<file path="config.mk">
export PLATFORM = sky130hd
export DESIGN_NAME = imem_fetch_unit
export DESIGN_NICKNAME = d
export VERILOG_FILES = /design/src/rtl/imem_fetch_unit.sv
export SDC_FILE = /design/constraint.sdc
export NUM_CORES = 1
export LEC_CHECK = 0
export ABC_CLOCK_PERIOD_IN_PS = 4500
export CAP_MARGIN = 30
export CORE_ASPECT_RATIO = 1.25
export CORE_MARGIN = 2
export CORE_UTILIZATION = 34
export CTS_CLUSTER_DIAMETER = 80
export DETAILED_ROUTE_END_ITERATION = 6
export GPL_ROUTABILITY_DRIVEN = 0
export PLACE_DENSITY = 0.55
export SLEW_MARGIN = 15
export SYNTH_ARGS = -nofsm -noshare
export SYNTH_HDL_FRONTEND = slang
export SYNTH_SLANG_ARGS = --single-unit
</file>
<file path="constraint.sdc">
create_clock -name clk -period 4.5 [get_ports clk]
set_input_delay 0.9 -clock clk [delete_from_list [all_inputs] [get_ports clk]]
set_output_delay 0.9 -clock clk [all_outputs]
set_load 0.01 [all_outputs]
</file>
<file path="src/rtl/imem_fetch_unit.sv">
// Instruction fetch initiator: issues one word request per cycle to a 1-cycle-latency
// instruction memory, buffers {instruction, pc} in a small FIFO and hands words to decode.
module imem_fetch_unit #(
  parameter logic [31:0] RESET_PC        = 32'h0100_0000,
  parameter logic [31:0] NOP_INSTRUCTION = 32'h1111_1111,
  parameter int unsigned FIFO_DEPTH      = 4
) (
  input  logic        clk,
  input  logic        rst_n,
  output logic        imem_read_enable,
  output logic [31:0] imem_address,
  input  logic [31:0] imem_instruction,
  input  logic        redirect_valid,
  input  logic [31:0] redirect_pc,
  output logic        out_valid,
  input  logic        out_ready,
  output logic [31:0] out_instruction,
  output logic [31:0] out_pc,
  output logic        fetch_fault
);

  localparam int unsigned PTR_W = (FIFO_DEPTH > 1) ? $clog2(FIFO_DEPTH) : 1;
  localparam int unsigned CNT_W = PTR_W + 1;
  localparam int unsigned CRD_W = CNT_W + 1;

  typedef struct packed {
    logic [31:0] instr;
    logic [31:0] pc;
  } fetch_entry_t;

  logic [31:0]  pc_q, pc_d;
  logic         req_v_q, req_v_d;
  logic [31:0]  req_pc_q, req_pc_d;
  logic         rsp_v_q, rsp_v_d;
  logic [31:0]  rsp_pc_q, rsp_pc_d;
  logic [PTR_W-1:0] rd_ptr_q, rd_ptr_d;
  logic [PTR_W-1:0] wr_ptr_q, wr_ptr_d;
  logic [CNT_W-1:0] count_q, count_d;
  logic         fault_q, fault_d;
  fetch_entry_t fifo_q [FIFO_DEPTH];

  logic             pop_c;
  logic             push_c;
  logic             issue_c;
  logic [CRD_W-1:0] credit_c;
  fetch_entry_t     head_c;

  // Occupancy once everything already in flight has landed; never exceeds the FIFO.
  always_comb begin
    pop_c    = (count_q != '0) && out_ready;
    push_c   = rsp_v_q;
    credit_c = CRD_W'(count_q) + CRD_W'(req_v_q) + CRD_W'(rsp_v_q) - CRD_W'(pop_c);
    issue_c  = !fault_q && (credit_c < CRD_W'(FIFO_DEPTH));
  end

  // Next-state logic; a redirect flushes the FIFO and drops the outstanding response.
  always_comb begin
    pc_d     = pc_q;
    req_v_d  = 1'b0;
    req_pc_d = req_pc_q;
    rsp_v_d  = req_v_q;
    rsp_pc_d = req_pc_q;
    rd_ptr_d = rd_ptr_q;
    wr_ptr_d = wr_ptr_q;
    count_d  = count_q;
    fault_d  = fault_q;
    if (redirect_valid) begin
      rsp_v_d  = 1'b0;
      rd_ptr_d = '0;
      wr_ptr_d = '0;
      count_d  = '0;
      if (redirect_pc[1:0] == 2'b00) begin
        req_v_d  = 1'b1;
        req_pc_d = redirect_pc;
        pc_d     = redirect_pc + 32'd4;
        fault_d  = 1'b0;
      end else begin
        fault_d  = 1'b1;
        pc_d     = redirect_pc;
      end
    end else begin
      if (push_c) wr_ptr_d = wr_ptr_q + PTR_W'(1);
      if (pop_c)  rd_ptr_d = rd_ptr_q + PTR_W'(1);
      count_d = count_q + CNT_W'(push_c) - CNT_W'(pop_c);
      if (issue_c) begin
        req_v_d  = 1'b1;
        req_pc_d = pc_q;
        pc_d     = pc_q + 32'd4;
      end
    end
  end

  always_ff @(posedge clk or negedge rst_n) begin
    if (!rst_n) begin
      pc_q     <= RESET_PC;
      req_v_q  <= 1'b0;
      req_pc_q <= RESET_PC;
      rsp_v_q  <= 1'b0;
      rsp_pc_q <= '0;
      rd_ptr_q <= '0;
      wr_ptr_q <= '0;
      count_q  <= '0;
      fault_q  <= 1'b0;
    end else begin
      pc_q     <= pc_d;
      req_v_q  <= req_v_d;
      req_pc_q <= req_pc_d;
      rsp_v_q  <= rsp_v_d;
      rsp_pc_q <= rsp_pc_d;
      rd_ptr_q <= rd_ptr_d;
      wr_ptr_q <= wr_ptr_d;
      count_q  <= count_d;
      fault_q  <= fault_d;
    end
  end

  // FIFO storage; contents are only meaningful below count_q.
  always_ff @(posedge clk or negedge rst_n) begin
    if (!rst_n) begin
      for (int i = 0; i < int'(FIFO_DEPTH); i++) fifo_q[i] <= '0;
    end else if (push_c && !redirect_valid) begin
      fifo_q[wr_ptr_q] <= '{instr: imem_instruction, pc: rsp_pc_q};
    end
  end

  assign head_c           = fifo_q[rd_ptr_q];
  assign imem_read_enable = req_v_q;
  assign imem_address     = req_pc_q;
  assign out_valid        = (count_q != '0);
  assign out_instruction  = out_valid ? head_c.instr : NOP_INSTRUCTION;
  assign out_pc           = out_valid ? head_c.pc : 32'h0;
  assign fetch_fault      = fault_q;

endmodule

</file>
==> results of run 1 <==
## cells in the mapped netlist, drive strengths merged
cell type  number
xor2           31
nor4           15
or2            11
and4            2
o21a            1
nand4          20
buf            21
a21boi          2
a2111oi         1
ha             10
xnor2          27
a21oi           6
dfstp           2
inv            13
nand2          71
fa              1
mux4           64
nor4b           2
nor3           11
nor2b          63
clkbuf         49
a32oi           1
o21ai          44
nand3          22
mux2i          46
dfrtp         360
or3             3
nand2b          1
nor2           21
and2            2
and3            9
mux2          261
## per-stage QoR
stage | area [sq um] | power (mW) | std cells | utilization [%] | setup slack, ns
3_5_place_dp | 19160 | 8.366 | 1954 | 39.66 | 0.7496
4_1_cts | 20530 | 11.85 | 2025 | 42.49 | 0.6422
2_1_floorplan | 16670 | 6.503 | 1193 | - | 1.639
6_report | 20530 | 11.62 | 2025 | 42.49 | 0.7170
3_3_place_gp | 19160 | 8.292 | 1954 | 39.66 | 0.7735
5_1_grt | 20530 | 12.30 | 2025 | 42.49 | 0.5976
## how the worst max path moves through the flow
stage | to | slack (ns)
2_1_floorplan | imem_address[10]$_DFFE_PN0P_ | 1.64
3_3_place_gp | imem_address[0]$_DFFE_PN0P_ | 0.77
3_5_place_dp | imem_address[1]$_DFFE_PN0P_ | 0.75
4_1_cts | out_pc[3] | 0.64
5_1_grt | out_pc[3] | 0.60
6_report | out_instruction[25] | 0.72
## cell families (layout without fill, tap and decap cells)
group	count (synthesis)	count (layout)	synth area share, %
compound gates	55	55	1.824
xor+xnor	58	58	3.047
fa+ha+maj	11	11	0.8706
buf+inv	83	271	2.139
flops	362	362	54.35
mux	371	371	29.04
simple gates	253	253	8.729
## power groups by stage
stage               sequential [mW]  combinational [mW]  clock (mW)
floorplan                      4.44                2.07           0
global placement               4.62                3.67           0
detailed placement             4.66                3.71           0
CTS                            4.60                3.72        3.53
global route                   4.70                3.95        3.66
finish                         4.59                3.63        3.41
## state kept, by name, summed over array words and instances, names as in the netlist
register,count
imem_address,32
rd_ptr_q,2
rsp_pc_q,32
push_c,1
imem_read_enable,1
fifo_q,256
fetch_fault,1
pc_q,32
count_q,3
wr_ptr_q,2
## layout make-up
class,count,area (sq um),area share (%)
sequential,362,9069,44.18
clock buffer,58,1190,5.797
multi-input combinational,748,7302,35.57
clock inverter,13,176.4,0.8595
tap,644,805.8,3.926
inverter,13,48.80,0.2377
timing repair buffer,187,1934,9.424
## worst max-delay path: stages, from the launching register on
cell and delay (ns):
dfrtp_4 0.83, buf_4 0.43, mux4_2 0.36, nor2b_1 0.17
clkdlybuf4s50_1 0.53
## layer usage
metal | vias to the layer above | wire length (um) | global-route usage [%]
met5 | - | 0 | 0
li1 | 4604 | - | -
met2 | 177 | 19690 | 27.23
met4 | 0 | 853 | 4.622
met1 | 5197 | 17260 | 20.66
met3 | 55 | 1586 | 2.532
==> impl_metrics.xml, run 1 <==
<?xml version="1.0" encoding="UTF-8"?>
<metrics>
  <group name="layout">
    <metric name="final.fill_count" unit="">4469</metric>
    <metric name="area_delta_synth_final" unit="%">23.12</metric>
    <metric name="top_library_cells_by_usage_in_the_layout_fill_and_taps_aside" unit="">dfrtp_1 (358), mux2_2 (261), clkdlybuf4s50_1 (164)</metric>
    <metric name="layout_commonest_cell" unit="">dfrtp_1</metric>
    <metric name="layout-drive-gt1-share" unit="%">32.73</metric>
    <metric name="antennaDiodeCount" unit="">0</metric>
    <metric name="nets" unit="">1431</metric>
  </group>
  <group name="cts">
    <metric name="cts-root-to-sink-buffers" unit="">3</metric>
    <metric name="cts-resized-gates" unit="">0</metric>
    <metric name="clk_pin_slew_worst_paths" unit="ns">0.06</metric>
    <metric name="tritoncts" unit="">done</metric>
    <metric name="hold_buffers" unit="">0</metric>
    <metric name="cts_buffers" unit="">40</metric>
    <metric name="clock_insertion_delay_worst_skew" unit="ns">0.54</metric>
    <metric name="clock-sinks" unit="">362</metric>
    <metric name="htree_num_levels" unit="">2</metric>
    <metric name="cts-root-buf" unit="">clkbuf_16</metric>
    <metric name="cts_setup_buffers" unit="">0</metric>
  </group>
  <group name="worst_hold_path">
    <metric name="timing.hold.worst.class" unit="">primary input to asynchronous set/reset pin</metric>
  </group>
  <group name="critical_path">
    <metric name="worstSetupStartpointType" unit="">register</metric>
    <metric name="setup.worst_path.end_class" unit="">primary output</metric>
    <metric name="cp_data_required_time" unit="ns">3.60</metric>
    <metric name="path_class" unit="">register to primary output</metric>
    <metric name="arrival" unit="ns">2.88</metric>
    <metric name="critical_path.max_fanout" unit="">35</metric>
    <metric name="critical_path.reg2reg.endpoint" unit="">pc_q[11]$_DFFE_PN0P_</metric>
    <metric name="reg2reg_slack" unit="ns">1.49</metric>
    <metric name="worst_r2r_path_depth" unit="">12</metric>
    <metric name="r2r_start" unit="">count_q[1]$_DFF_PN0_</metric>
    <metric name="worstSetupStartpoint" unit="">rd_ptr_q[1]$_DFFE_PN0P_</metric>
  </group>
  <group name="placement">
    <metric name="hpwlAfterDp" unit="um">25240</metric>
    <metric name="placement.io_buffers" unit="">166</metric>
  </group>
  <group name="synthesis">
    <metric name="synth_cell_type_count" unit="">45</metric>
    <metric name="yosysWarnings" unit="">0</metric>
    <metric name="synth.top_cell.area_share" unit="%">54.04</metric>
    <metric name="yosys.area.top_type" unit="">dfrtp_1</metric>
    <metric name="netlist_instances" unit="">1193</metric>
    <metric name="synth.avg_cell_area" unit="sq um">13.97</metric>
    <metric name="ys_ff_latch" unit="">362</metric>
    <metric name="synth_sequential_area_ratio" unit="%">54.35</metric>
    <metric name="post_synth_instance_area" unit="sq um">16670</metric>
    <metric name="mappedNetlistNets" unit="">1272</metric>
    <metric name="synth_top_cells_by_area" unit="">dfrtp_1 (54%), mux2_2 (18%), mux4_2 (8.6%), mux2i_1 (2.8%), nor2b_1 (2.4%)</metric>
  </group>
  <group name="drt">
    <metric name="drt-wirelength-per-cell" unit="um">19.45</metric>
    <metric name="drc" unit="">0</metric>
    <metric name="route.antenna.remaining_nets" unit="">0</metric>
    <metric name="via_density" unit="">4.955</metric>
    <metric name="routed_wl" unit="um">39380</metric>
    <metric name="detailedRoute.firstIterationViolations" unit="">357</metric>
    <metric name="drtPass1Iterations" unit="">4</metric>
    <metric name="vias" unit="">10030</metric>
  </group>
  <group name="pwr">
    <metric name="p_clk_share" unit="%">29.3</metric>
    <metric name="cellLeakagePower" unit="nW">9.170</metric>
    <metric name="power.sequential.fraction" unit="%">39.5</metric>
    <metric name="p_per_area" unit="nW/um^2">566.1</metric>
    <metric name="irDropWorstVdd" unit="uV">311.4</metric>
    <metric name="switching_share_of_power" unit="%">30.11</metric>
    <metric name="power.share.combinational" unit="%">31.2</metric>
    <metric name="power.switching" unit="mW">3.498</metric>
    <metric name="internal_power" unit="mW">8.121</metric>
  </group>
  <group name="floorplanning">
    <metric name="start_util" unit="%">34.51</metric>
    <metric name="ports_placed_on_the_boundary" unit="">167</metric>
    <metric name="fp.dieW" unit="um">202.1</metric>
    <metric name="core-area" unit="sq um">48310</metric>
    <metric name="placement_rows" unit="">90</metric>
    <metric name="die-area" unit="sq um">50830</metric>
    <metric name="fp.dieH" unit="um">251.6</metric>
  </group>
  <group name="sta">
    <metric name="timing.max_slew.rel_slack" unit="%">38.55</metric>
    <metric name="tns" unit="ns">0</metric>
    <metric name="clock.fmax" unit="MHz">264.3</metric>
    <metric name="hold_violations" unit="">0</metric>
    <metric name="fin_hold_ws" unit="ns">0.3901</metric>
    <metric name="finalCriticalPeriod" unit="ns">3.783</metric>
    <metric name="layout_worst_path_cycle_share" unit="%">84.07</metric>
    <metric name="grt_setup_unrepaired" unit="">no</metric>
    <metric name="max_slew.worst_pin.slew" unit="ns">0.9218</metric>
    <metric name="slew_viol_final" unit="">0</metric>
    <metric name="worst_clk_skew" unit="ns">0.01728</metric>
    <metric name="setup_viol_count_final" unit="">0</metric>
  </group>
  <group name="grt">
    <metric name="grt_remaining_overflow" unit="">0</metric>
    <metric name="vias_in_the_first_global_route" unit="">10880</metric>
    <metric name="grtUsageTotal" unit="%">15.85</metric>
    <metric name="grt_start_max_net_pins" unit="">104</metric>
    <metric name="grt_pass1_wl" unit="um">63060</metric>
    <metric name="antenna_found_initial" unit="">0</metric>
  </group>
  <group name="status">
    <metric name="status" unit="">complete, no violations</metric>
  </group>
  <group name="run">
    <metric name="drv_cap" unit="">0</metric>
  </group>
</metrics>
No activity file was read; power rests on OpenSTA's default activity.
==> run 2, diff against run 1 <==
- ABC_CLOCK_PERIOD_IN_PS: 4500 -> 3200
- PLACE_DENSITY: 0.55 -> 0.57
- clock period: 4.5 -> 3.2 ns (I/O delays scaled with it)
==> run 2 against run 1 <==
Register-to-register slack worse by 1.2 ns. Routed wire length down 0.37%. Clock skew down 0.0012 ns. Total power up 40%. Critical path depth unchanged. Sequential cell count unchanged.
==> impl_metrics.xml, run 2 (synthesized netlist as in run 1, its figures left out) <==
<?xml version="1.0" encoding="UTF-8"?>
<metrics>
  <group name="sta">
    <metric name="slew_viol_final" unit="">0</metric>
    <metric name="setup_viol_count_final" unit="">0</metric>
    <metric name="worst_clk_skew" unit="ns">0.01611</metric>
    <metric name="clock.fmax" unit="MHz">312.7</metric>
    <metric name="finalCriticalPeriod" unit="ns">3.198</metric>
    <metric name="grt_setup_unrepaired" unit="">yes</metric>
    <metric name="timing.max_slew.rel_slack" unit="%">44.42</metric>
    <metric name="fin_hold_ws" unit="ns">0.07717</metric>
    <metric name="max_slew.worst_pin.slew" unit="ns">0.8338</metric>
    <metric name="layout_worst_path_cycle_share" unit="%">99.93</metric>
    <metric name="hold_violations" unit="">0</metric>
  </group>
  <group name="cts">
    <metric name="clk_pin_slew_worst_paths" unit="ns">0.06</metric>
    <metric name="cts-root-to-sink-buffers" unit="">3</metric>
    <metric name="clock-sinks" unit="">362</metric>
    <metric name="tritoncts" unit="">done</metric>
    <metric name="cts-root-buf" unit="">clkbuf_16</metric>
    <metric name="clock_insertion_delay_worst_skew" unit="ns">0.54</metric>
    <metric name="hold_buffers" unit="">0</metric>
    <metric name="htree_num_levels" unit="">2</metric>
    <metric name="cts_buffers" unit="">40</metric>
  </group>
  <group name="layout">
    <metric name="top_library_cells_by_usage_in_the_layout_fill_and_taps_aside" unit="">dfrtp_1 (358), mux2_2 (261), clkdlybuf4s50_1 (128)</metric>
    <metric name="largest_register" unit="">fifo_q</metric>
    <metric name="antennaDiodeCount" unit="">0</metric>
    <metric name="area_delta_synth_final" unit="%">24.95</metric>
    <metric name="nets" unit="">1458</metric>
    <metric name="largest_register_ffs" unit="">256</metric>
    <metric name="layout_commonest_cell" unit="">dfrtp_1</metric>
    <metric name="layout-drive-gt1-share" unit="%">34.00</metric>
  </group>
  <group name="drt">
    <metric name="drtPass1Iterations" unit="">4</metric>
    <metric name="highest_layer" unit="">met4</metric>
    <metric name="route.antenna.remaining_nets" unit="">0</metric>
    <metric name="wl_met1" unit="um">16850</metric>
    <metric name="amount_of_wire_on_met3_after_detailed_routing" unit="um">1454</metric>
    <metric name="detailroute.wirelength.met2" unit="um">20080</metric>
    <metric name="vias" unit="">10100</metric>
    <metric name="drt-wirelength-per-cell" unit="um">19.11</metric>
    <metric name="routed_wl" unit="um">39240</metric>
    <metric name="drc" unit="">0</metric>
    <metric name="via_density" unit="">4.919</metric>
    <metric name="detailedRoute.firstIterationViolations" unit="">378</metric>
  </group>
  <group name="grt">
    <metric name="grt_pass1_wl" unit="um">62620</metric>
    <metric name="grt_remaining_overflow" unit="">0</metric>
    <metric name="grt_start_max_net_pins" unit="">82</metric>
    <metric name="grtUsageTotal" unit="%">15.70</metric>
    <metric name="vias_in_the_first_global_route" unit="">10950</metric>
    <metric name="antenna_found_initial" unit="">0</metric>
  </group>
  <group name="pwr">
    <metric name="cellLeakagePower" unit="nW">9.636</metric>
    <metric name="p_per_area" unit="nW/um^2">783.5</metric>
    <metric name="power.sequential.fraction" unit="%">39.2</metric>
    <metric name="internal_power" unit="mW">11.43</metric>
    <metric name="power" unit="mW">16.32</metric>
    <metric name="p_clk_share" unit="%">28.3</metric>
    <metric name="power.switching" unit="mW">4.895</metric>
    <metric name="switching_share_of_power" unit="%">29.99</metric>
    <metric name="power.share.combinational" unit="%">32.4</metric>
    <metric name="irDropWorstVdd" unit="uV">432.5</metric>
  </group>
  <group name="critical_path">
    <metric name="cp_data_required_time" unit="ns">2.56</metric>
    <metric name="worstSetupStartpointType" unit="">register</metric>
    <metric name="reg2reg_slack" unit="ns">0.31</metric>
    <metric name="arrival" unit="ns">2.56</metric>
    <metric name="critical_path.max_fanout" unit="">6</metric>
    <metric name="path_class" unit="">register to primary output</metric>
    <metric name="setup.worst_path.end_class" unit="">primary output</metric>
  </group>
  <group name="status">
    <metric name="status" unit="">complete, no violations</metric>
  </group>
  <group name="worst_hold_path">
    <metric name="timing.hold.worst.class" unit="">primary input to asynchronous set/reset pin</metric>
  </group>
  <group name="floorplanning">
    <metric name="fp.dieW" unit="um">202.1</metric>
    <metric name="placement_rows" unit="">90</metric>
    <metric name="start_util" unit="%">34.51</metric>
    <metric name="ports_placed_on_the_boundary" unit="">167</metric>
    <metric name="die-area" unit="sq um">50830</metric>
    <metric name="fp.dieH" unit="um">251.6</metric>
    <metric name="core-area" unit="sq um">48310</metric>
  </group>
  <group name="run">
    <metric name="drv_cap" unit="">0</metric>
  </group>
  <group name="placement">
    <metric name="placement.io_buffers" unit="">166</metric>
    <metric name="hpwlAfterDp" unit="um">25470</metric>
  </group>
</metrics>
run 2: cell types whose count changed in the layout (fill, tap and decap cells not counted), sizes merged:
| cell | delta |
|---|---|
| clkdlybuf4s50 | -36 |
| buf | +26 |
| dlymetal6s2s | +20 |
| dlygate4sd2 | +16 |
| clkbuf | +5 |
| clkinv | -4 |
| bufinv | -2 |
| clkinvlp | +2 |
| bufbuf | +1 |
run 2: cell type report:
class,instances,area (sq um)
Clock buffer,63,1219
Clock inverter,9,107.6
Sequential cell,362,9069
Fill cell,4407,27480
Timing Repair Buffer,214,2271
Inverter,13,48.80
Multi-Input combinational cell,748,7310
Tap cell,644,805.8
run 2: stage by stage:
| step | cell area [sq um] | cells | TNS [ns] | worst slack (ns) | utilization (%) |
|---|---|---|---|---|---|
| global route | 20830 | 2053 | -0.1634 | -0.04229 | 43.12 |
| CTS | 20750 | 2050 | -0.01199 | -0.01199 | 42.95 |
| detailed placement | 19320 | 1971 | -0.6134 | -0.06955 | 40.00 |
| finish | 20830 | 2053 | 0 | 0.002254 | 43.12 |
| global placement | 19320 | 1971 | -0.3023 | -0.03133 | 40.00 |
| floorplan | 16670 | 1193 | 0 | 0.4975 | - |
run 2: power groups by stage:
stage / sequential (mW) / combinational, mW / clock [mW]
global placement: 6.48 / 5.30 / 0
CTS: 6.42 / 5.44 / 4.80
detailed placement: 6.51 / 5.36 / 0
global route: 6.56 / 5.78 / 4.98
finish: 6.41 / 5.29 / 4.62
floorplan: 6.24 / 2.91 / 0
run 2: worst paths after layout:
check                                                  from                     endpoint  cells past startpoint
worst max-delay path                rd_ptr_q[0]$_DFFE_PN0P_                   out_pc[17]                      4
worst min-delay path                                  rst_n        rsp_pc_q[9]$_DFF_PN0_                      1
worst max register to register         count_q[1]$_DFF_PN0_  imem_address[0]$_DFFE_PN0P_                     11
worst min register to register  imem_address[2]$_DFFE_PN0P_        rsp_pc_q[2]$_DFF_PN0_                      0
max in group asynchronous                             rst_n      fifo_q[230]$_DFFE_PN0P_                      2
min in group clk                imem_address[2]$_DFFE_PN0P_        rsp_pc_q[2]$_DFF_PN0_                      0
run 2: metal layers:
layer	track usage [%]	up-vias
met4	4.454	0
met1	20.00	5225
met2	27.65	166
met3	2.415	54
li1	-	4654
met5	0	-
run 2: critical path, cell delays in order (launching register included):
cell and delay, ns:
dfrtp_4 0.56, buf_4 0.21, mux4_2 0.32, nor2b_1 0.31, clkdlybuf4s50_1 0.61
run 2: timing repair:
| action | CTS | global route |
|---|---|---|
| setup endpoints to repair | 58 | 29 |
| buffers inserted | 6 | 3 |
| gates cloned | 1 | 0 |
| pin swaps | 0 | 0 |
| resized for setup | 17 | 23 |
==> run 3, diff against run 2 <==
- SKIP_LAST_GASP: default -> 1
==> run 3 against run 2 <==
Clock skew hardly changed. Sequential cell count stayed put. Worst setup slack is essentially flat. First-iteration DRC count down 4.0%. Non-clock buffer count is 1 lower. Largest cell class unchanged. Highest routed layer unchanged. Sequential share of layout area up 0.063 points. Combinational power up 2%. Clock power hardly changed. Routed wire length shrank 0.28%. Count of clock-buffer cells in the layout is the same. Largest power group unchanged. Critical path depth unchanged.
==> impl_metrics.xml, run 3 (synthesized netlist as in run 1, its figures left out) <==
<?xml version="1.0" encoding="UTF-8"?>
<metrics>
  <group name="status">
    <metric name="status" unit="">complete, no violations</metric>
  </group>
  <group name="cts">
    <metric name="clk_pin_slew_worst_paths" unit="ns">0.06</metric>
    <metric name="cts-root-buf" unit="">clkbuf_16</metric>
    <metric name="clock-sinks" unit="">362</metric>
    <metric name="clock_insertion_delay_worst_skew" unit="ns">0.54</metric>
    <metric name="tritoncts" unit="">done</metric>
    <metric name="htree_num_levels" unit="">2</metric>
    <metric name="cts-root-to-sink-buffers" unit="">3</metric>
    <metric name="hold_buffers" unit="">0</metric>
    <metric name="cts_buffers" unit="">40</metric>
  </group>
  <group name="sta">
    <metric name="timing.max_slew.rel_slack" unit="%">44.49</metric>
    <metric name="grt_setup_unrepaired" unit="">yes</metric>
    <metric name="worst_clk_skew" unit="ns">0.01597</metric>
    <metric name="max_slew.worst_pin.slew" unit="ns">0.8326</metric>
    <metric name="finalCriticalPeriod" unit="ns">3.198</metric>
    <metric name="slew_viol_final" unit="">0</metric>
    <metric name="setup_viol_count_final" unit="">0</metric>
    <metric name="hold_violations" unit="">0</metric>
    <metric name="clock.fmax" unit="MHz">312.7</metric>
    <metric name="layout_worst_path_cycle_share" unit="%">99.92</metric>
  </group>
  <group name="pwr">
    <metric name="switching_share_of_power" unit="%">29.80</metric>
    <metric name="power.sequential.fraction" unit="%">39.0</metric>
    <metric name="power.share.combinational" unit="%">32.8</metric>
    <metric name="p_clk_share" unit="%">28.2</metric>
    <metric name="cellLeakagePower" unit="nW">9.412</metric>
    <metric name="p_per_area" unit="nW/um^2">789.3</metric>
    <metric name="irDropWorstVdd" unit="uV">425.9</metric>
    <metric name="power.switching" unit="mW">4.892</metric>
    <metric name="internal_power" unit="mW">11.53</metric>
  </group>
  <group name="layout">
    <metric name="top_library_cells_by_usage_in_the_layout_fill_and_taps_aside" unit="">dfrtp_1 (358), mux2_2 (261), clkdlybuf4s50_1 (155)</metric>
    <metric name="layout_commonest_cell" unit="">dfrtp_1</metric>
    <metric name="layout.core_utilization" unit="%">43.06</metric>
    <metric name="nets" unit="">1457</metric>
    <metric name="largest_register" unit="">fifo_q</metric>
    <metric name="postLayoutCellArea" unit="sq um">20800</metric>
    <metric name="largest_register_ffs" unit="">256</metric>
    <metric name="final.fill_count" unit="">4401</metric>
    <metric name="antennaDiodeCount" unit="">0</metric>
    <metric name="area_delta_synth_final" unit="%">24.77</metric>
    <metric name="layout-drive-gt1-share" unit="%">33.74</metric>
  </group>
  <group name="drt">
    <metric name="via_density" unit="">4.911</metric>
    <metric name="amount_of_wire_on_met3_after_detailed_routing" unit="um">1378</metric>
    <metric name="drc" unit="">0</metric>
    <metric name="drt-wirelength-per-cell" unit="um">19.07</metric>
    <metric name="detailedRoute.firstIterationViolations" unit="">363</metric>
    <metric name="wl_met1" unit="um">16810</metric>
    <metric name="routed_wl" unit="um">39130</metric>
    <metric name="drtPass1Iterations" unit="">4</metric>
    <metric name="detailroute.wirelength.met2" unit="um">20080</metric>
    <metric name="route.antenna.remaining_nets" unit="">0</metric>
    <metric name="vias" unit="">10080</metric>
    <metric name="highest_layer" unit="">met4</metric>
  </group>
  <group name="floorplanning">
    <metric name="start_util" unit="%">34.51</metric>
    <metric name="fp.dieH" unit="um">251.6</metric>
    <metric name="placement_rows" unit="">90</metric>
    <metric name="core-area" unit="sq um">48310</metric>
    <metric name="ports_placed_on_the_boundary" unit="">167</metric>
    <metric name="fp.dieW" unit="um">202.1</metric>
    <metric name="die-area" unit="sq um">50830</metric>
  </group>
  <group name="critical_path">
    <metric name="r2r_start" unit="">count_q[1]$_DFF_PN0_</metric>
    <metric name="cp_slowest_cell" unit="">dfrtp_4</metric>
    <metric name="critical_path_cell_list" unit="">buf_12 -&gt; mux4_2 -&gt; or2_2 -&gt; clkdlybuf4s50_1</metric>
    <metric name="reg2reg_slack" unit="ns">0.31</metric>
    <metric name="critical_path.reg2reg.endpoint" unit="">imem_address[0]$_DFFE_PN0P_</metric>
    <metric name="crit_path_max_incr_delay" unit="ns">0.52</metric>
    <metric name="path_class" unit="">register to primary output</metric>
    <metric name="critical_path.max_fanout" unit="">17</metric>
    <metric name="critPathTopFamily" unit="">buffers and inverters</metric>
    <metric name="setup.worst_path.end_class" unit="">primary output</metric>
    <metric name="worst_r2r_path_depth" unit="">11</metric>
    <metric name="critical_path.n_buffers_inverters" unit="">2</metric>
    <metric name="arrival" unit="ns">2.56</metric>
    <metric name="cp_data_required_time" unit="ns">2.56</metric>
    <metric name="worstSetupStartpointType" unit="">register</metric>
  </group>
  <group name="grt">
    <metric name="grt_pass1_wl" unit="um">62620</metric>
    <metric name="grtUsageTotal" unit="%">15.70</metric>
    <metric name="antenna_found_initial" unit="">0</metric>
    <metric name="grt_start_max_net_pins" unit="">82</metric>
    <metric name="vias_in_the_first_global_route" unit="">10950</metric>
    <metric name="grt_remaining_overflow" unit="">0</metric>
  </group>
  <group name="placement">
    <metric name="placement.io_buffers" unit="">166</metric>
    <metric name="dpl-instance-area" unit="sq um">19320</metric>
    <metric name="hpwlAfterDp" unit="um">25470</metric>
  </group>
  <group name="worst_hold_path">
    <metric name="timing.hold.worst.class" unit="">primary input to asynchronous set/reset pin</metric>
  </group>
  <group name="run">
    <metric name="drv_cap" unit="">0</metric>
  </group>
</metrics>
==> run 3: changes by cell type in the layout (fill, tap and decap cells not counted) <==
cell | previous run | this run
clkdlybuf4s50_1 | 128 | 155
dlygate4sd2_1 | 16 | 2
dlymetal6s2s_1 | 20 | 7
nor2b_1 | 60 | 63
nor2b_2 | 3 | 0
buf_4 | 32 | 31
==> run 3: power groups by stage <==
stage / Combinational, mW / Sequential [mW] / Clock, mW
6_report: 5.39 / 6.40 / 4.62
5_1_grt: 5.87 / 6.56 / 4.98
3_5_place_dp: 5.36 / 6.51 / 0
3_3_place_gp: 5.30 / 6.48 / 0
4_1_cts: 5.53 / 6.42 / 4.80
2_1_floorplan: 2.91 / 6.24 / 0
==> run 3: area by class of cell <==
cell class | instances | area (sq um) | area share (%)
clock buffer | 63 | 1219 | 5.859
sequential | 362 | 9069 | 43.60
inverter | 13 | 48.80 | 0.2346
multi-input combinational | 748 | 7302 | 35.11
timing repair buffer | 213 | 2248 | 10.81
tap | 644 | 805.8 | 3.874
clock inverter | 9 | 107.6 | 0.5173
==> run 3: worst register-to-register path, stage by stage, from the launching register on <==
cell and delay (ns):
dfrtp_1 0.41, nor3_2 0.28, inv_1 0.13, nand3_1 0.12
o21ai_0 0.09, ha_1 0.28, nand3_1 0.09, buf_4 0.15
and3_1 0.17, or3_1 0.43, a21boi_4 0.26, mux2_2 0.36
==> run 3: per-stage QoR <==
step           setup WS (ns)  total power, mW  hold WS (ns)  instances  TNS (ns)
3_5_place_dp        -0.06955            11.87        0.3935       1971   -0.6134
2_1_floorplan         0.4975            9.145        0.3444       1193         0
3_3_place_gp        -0.03133            11.77        0.3922       1971   -0.3023
6_report            0.002444            16.42       0.08312       2052         0
5_1_grt             -0.08707            17.42        0.1181       2052    -1.200
4_1_cts             -0.06514            16.75        0.1083       2050   -0.4005
==> run 3: timing repair <==
item	CTS	global route
buffers inserted	6	2
pin swaps	0	0
cloned	1	0
endpoints found under the setup margin	58	44
gates resized for setup	2	8
==> run 3: how the worst max path moves through the flow <==
stage	start	end	slack [ns]	depth (start not counted)
final	rd_ptr_q[0]$_DFFE_PN0P_	out_instruction[8]	0.002	4
after detailed placement	out_ready	imem_address[7]$_DFFE_PN0P_	-0.07	10
after CTS	rd_ptr_q[0]$_DFFE_PN0P_	out_instruction[4]	-0.07	4
after global routing	rd_ptr_q[0]$_DFFE_PN0P_	out_instruction[4]	-0.09	4
after global placement	out_ready	imem_address[9]$_DFFE_PN0P_	-0.03	10
after floorplan	count_q[1]$_DFF_PN0_	pc_q[26]$_DFFE_PN0P_	0.50	12
==> run 3: metal layers <==
layer	vias to the layer above	track usage, %
met5	-	0
met4	0	4.454
met3	53	2.415
met2	154	27.64
met1	5221	20.01
li1	4649	-
